### src/rtl/up_counter_ctrl.sv
// Timer-style up counter controller: start/stop/pause sequencing, prescaled advance,
// one-shot or auto-reload wrap, with tick/done/busy status.
module up_counter_ctrl #(
    parameter int N          = 4,
    parameter int PRESCALE_W = 4
) (
    input  logic                  clk,
    input  logic                  reset_n,
    input  logic                  start,
    input  logic                  stop,
    input  logic                  pause,
    input  logic                  auto_reload,
    input  logic [N-1:0]          limit,
    input  logic [PRESCALE_W-1:0] prescale,
    output logic [N-1:0]          count,
    output logic                  tick,
    output logic                  done,
    output logic                  busy,
    output logic [1:0]            state
);

    typedef enum logic [1:0] {
        ST_IDLE = 2'b00,
        ST_RUN  = 2'b01,
        ST_HOLD = 2'b10,
        ST_DONE = 2'b11
    } state_t;

    state_t                  state_q, state_d;
    logic [N-1:0]            count_q, count_d;
    logic [PRESCALE_W-1:0]   pc_q, pc_d;
    logic                    tick_q, tick_d;
    logic [N-1:0]            limit_q, limit_d;
    logic [PRESCALE_W-1:0]   prescale_q, prescale_d;
    logic                    auto_q, auto_d;

    always_ff @(posedge clk or negedge reset_n) begin
        if (!reset_n) begin
            state_q    <= ST_IDLE;
            count_q    <= '0;
            pc_q       <= '0;
            tick_q     <= 1'b0;
            limit_q    <= '0;
            prescale_q <= '0;
            auto_q     <= 1'b0;
        end else begin
            state_q    <= state_d;
            count_q    <= count_d;
            pc_q       <= pc_d;
            tick_q     <= tick_d;
            limit_q    <= limit_d;
            prescale_q <= prescale_d;
            auto_q     <= auto_d;
        end
    end

    always_comb begin
        state_d    = state_q;
        count_d    = count_q;
        pc_d       = pc_q;
        tick_d     = 1'b0;
        limit_d    = limit_q;
        prescale_d = prescale_q;
        auto_d     = auto_q;

        if (stop) begin
            state_d = ST_IDLE;
            count_d = '0;
            pc_d    = '0;
        end else begin
            case (state_q)
                ST_IDLE, ST_DONE: begin
                    if (state_q == ST_IDLE) begin
                        count_d = '0;
                        pc_d    = '0;
                    end
                    if (start) begin
                        state_d    = ST_RUN;
                        count_d    = '0;
                        pc_d       = '0;
                        limit_d    = limit;
                        prescale_d = prescale;
                        auto_d     = auto_reload;
                    end
                end
                ST_RUN: begin
                    // Pause takes the edge: no advance even when the prescaler is due.
                    if (pause) begin
                        state_d = ST_HOLD;
                    end else if (pc_q != prescale_q) begin
                        pc_d = pc_q + 1'b1;
                    end else begin
                        pc_d = '0;
                        if (count_q != limit_q) begin
                            count_d = count_q + 1'b1;
                        end else begin
                            tick_d = 1'b1;
                            if (auto_q) begin
                                count_d = '0;
                            end else begin
                                state_d = ST_DONE;
                            end
                        end
                    end
                end
                ST_HOLD: begin
                    if (!pause) begin
                        state_d = ST_RUN;
                    end
                end
                default: begin
                    state_d = ST_IDLE;
                end
            endcase
        end
    end

    assign count = count_q;
    assign tick  = tick_q;
    assign state = state_q;
    assign done  = (state_q == ST_DONE);
    assign busy  = (state_q == ST_RUN) || (state_q == ST_HOLD);

endmodule
### config.mk
export PLATFORM = sky130hd
export DESIGN_NAME = up_counter_ctrl
export DESIGN_NICKNAME = d
export VERILOG_FILES = /design/src/rtl/up_counter_ctrl.sv
export SDC_FILE = /design/constraint.sdc
export NUM_CORES = 1
export LEC_CHECK = 0
export ABC_AREA = 0
export BUFFER_PORTS_ARGS = -buffer_cell sky130_fd_sc_hd__buf_2
export CAP_MARGIN = 40
export CORE_MARGIN = 3
export CORE_UTILIZATION = 25
export CTS_CLUSTER_SIZE = 16
export DETAILED_ROUTE_END_ITERATION = 10
export PLACE_DENSITY = 0.5
export SYNTH_ARGS = -nofsm -noshare
export SYNTH_HDL_FRONTEND = slang
export SYNTH_SLANG_ARGS = --single-unit
export TNS_END_PERCENT = 100
### constraint.sdc
create_clock -name clk -period 1.77 [get_ports clk]
set_input_delay 0.0885 -clock clk [delete_from_list [all_inputs] [get_ports clk]]
set_output_delay 0.0885 -clock clk [all_outputs]
set_load 0.02 [all_outputs]
==> results.cfg <==
[status]
status = completed

[yosys]
synth_enable_flop_cells = 0
syn-num-nets = 122
synth_ff_type = dfrtp_1
synth_warnings = 0
synth_cell_type_count = 36
async_reset_ff_share_pct = 100
syn_avg_cell_area_um2 = 11.5
netlist_instances = 102
ys_seq_elements = 20
netlist_area_um2 = 1170
yosysSeqAreaShare_pct = 42.6

[place]
gp_congestion = 0.830
portBuffers = 22
placed_cells = 181
dp_hpwl_mm = 1.96
place_area_um2 = 1400

[cells_and_area]
final_common_cell = buf_2
finalNonFillerCells = 186
antennaDiodeCount = 0
drive_above_1_share_pct = 44.0
fin_nets = 155
fin_area_um2 = 1530
fillCellCount = 446
finish.utilization_pct = 34.5
syn2layout_area_growth_pct = 30.7
layout_common_cells = buf_2, dfrtp_1, mux2_2, nand2_1, nor2_1

[power]
p_switching_mw = 0.766
clkPwrFrac_pct = 21.7
peakVddDrop_mv = 0.378
swShare_pct = 35.8
power_mw = 2.14
seq_power_share_pct = 34.8
comb_power_share_pct = 43.5
p_int_mw = 1.37
leakage_nw = 0.688
powerDensity_nw_per_um2 = 1390

[worst_setup_path]
regToRegEndpoint = pc_q[3]$_DFFE_PN0P_
cp-endpoint = pc_q[3]$_DFFE_PN0P_
cp-end-kind = register
cp_max_fo = 7
r2r_slack_ns = 0.1
worstRegToRegCells = 6
cp.required_ns = 1.96
path_class = register to register
worstPathArrival_ns = 1.86
timing.rr.start = state[0]$_DFFE_PN0P_
start_kind = register
startpoint = state[0]$_DFFE_PN0P_

[timing]
fin_skew_ns = 0.00715
max_freq_mhz = 598
period_needed_ns = 1.67
finalSetupViolCount = 0
rsz0062_at_grt = yes
final_max_slew_viol_count = 0
period_share_pct = 94.4
hold_viol = 0
slew_headroom_pct = 68.5
tightest_slew_ns = 0.472
holdWs_ns = 0.0512

[floorplan]
rows = 24
boundaryPins = 23
initial_utilization_pct = 26.4
core_area_um2 = 4440
die_area_um2 = 5550
die_w_um = 74.5
die_h_um = 74.5

[clocking]
postCtsSetupBuffers = 0
clkTransAtPathRegs_ns = 0.08
clockRootBuffer = clkbuf_8
clock-sinks = 20
worstSkewPairLatency_ns = 0.26
cts_buffers = 3
htree_levels = 1
clk_path_buf_depth = 2
cts_tree = yes

[job]
cap_violations = 0

[global_routing]
grt_pass1_vias = 971
antenna_found_initial = 0
grtUsageTotal_pct = 10.4
grt_max_degree = 21
grt_overflow = 0
grt_pass1_wl_mm = 4.46

[drt]
drt_iter0_markers = 45
drt_first_pass_iters = 4
vias = 867
wire_per_inst_um = 14.1
wirelength_mm = 2.62
drt-vias-per-instance = 4.66
ant_nets = 0
drc_errors = 0

[hold_path]
min_path_type = input port to register
-- cell families after synthesis --
kind of cell | count (synthesis) | synth area share (%)
buf+inv | 6 | 1.92
fa+ha+maj | 6 | 6.40
simple gates | 33 | 16.8
mux | 11 | 10.3
flops | 20 | 42.6
xor+xnor | 9 | 10.2
compound gates | 17 | 11.6
-- power by group through the flow --
stage	clock network, mW	logic [mW]	registers [mW]
2_1_floorplan	0	0.606	0.749
3_3_place_gp	0	0.840	0.743
3_5_place_dp	0	0.860	0.750
4_1_cts	0.478	0.863	0.739
5_1_grt	0.495	1.02	0.769
6_report	0.464	0.930	0.744
-- layer usage --
| metal | up-vias | global-route usage, % | wire [um] |
|---|---|---|---|
| li1 | 431 | - | - |
| met1 | 414 | 13.2 | 1240 |
| met2 | 18 | 17.7 | 1240 |
| met3 | 4 | 1.35 | 90 |
| met4 | 0 | 4.74 | 47 |
| met5 | - | 0 | 0 |
-- cell usage after synthesis, drive strengths merged (2+ instances only) --
master | number | area (um^2)
inv | 5 | 18.8
mux2 | 9 | 101
xnor2 | 8 | 111
mux2i | 2 | 20.0
nand2 | 9 | 33.8
nor2b | 2 | 12.5
ha | 6 | 75.1
o21ai | 6 | 30.0
nand2b | 2 | 12.5
nor2 | 6 | 22.5
nor3 | 2 | 10.0
nand3 | 3 | 15.0
nor4 | 2 | 12.5
nand4 | 3 | 48.8
dfrtp | 20 | 500
-- worst min path at each step --
stage | from | to | slack (ns) | cells after the start
after global routing | limit[1] | limit_q[1]$_DFFE_PN0P_ | 0.04 | 2
final | limit[1] | limit_q[1]$_DFFE_PN0P_ | 0.05 | 2
after detailed placement | reset_n | tick$_DFF_PN0_ | 0.08 | 1
after global placement | reset_n | count[3]$_DFFE_PN0P_ | 0.07 | 1
after CTS | pause | tick$_DFF_PN0_ | 0.04 | 2
after floorplan | reset_n | auto_q$_DFFE_PN0P_ | -0.21 | 0
-- through the flow --
| step | setup TNS (ns) | setup WS [ns] |
|---|---|---|
| after global routing | -0.0373 | -0.0194 |
| final | 0 | 0.0991 |
| after detailed placement | 0 | 0.0376 |
| after CTS | 0 | 0.0206 |
| after global placement | 0 | 0.0835 |
| after floorplan | 0 | 0.0225 |
-- sequential cells by signal (all words and copies together), names as in the netlist --
register    count
tick            1
state           2
count           4
prescale_q      4
auto_q          1
pc_q            4
limit_q         4
-- final cells by class --
type	count	area (um^2)	area share [%]
flip-flops and latches	20	503	32.8
multi-input cells	76	698	45.5
repair buffers	29	178	11.6
clock buffers	3	41.3	2.69
well taps	52	65.1	4.24
clock inverters	1	30.0	1.96
inverters	5	18.8	1.22
-- timing repair --
action,CTS,global route
endpoints found under the setup margin,0,6
endpoints found under the hold margin,20,0
resized for setup,0,8
hold buffers,1,0
-- critical path, cell delays in order (launching register included) --
cell	delay (ns)
dfrtp_2	0.41
inv_1	0.09
ha_4	0.29
o221a_4	0.24
nor2_1	0.08
or3_1	0.35
a21oi_1	0.14
Power figures use the tool's default switching activity.
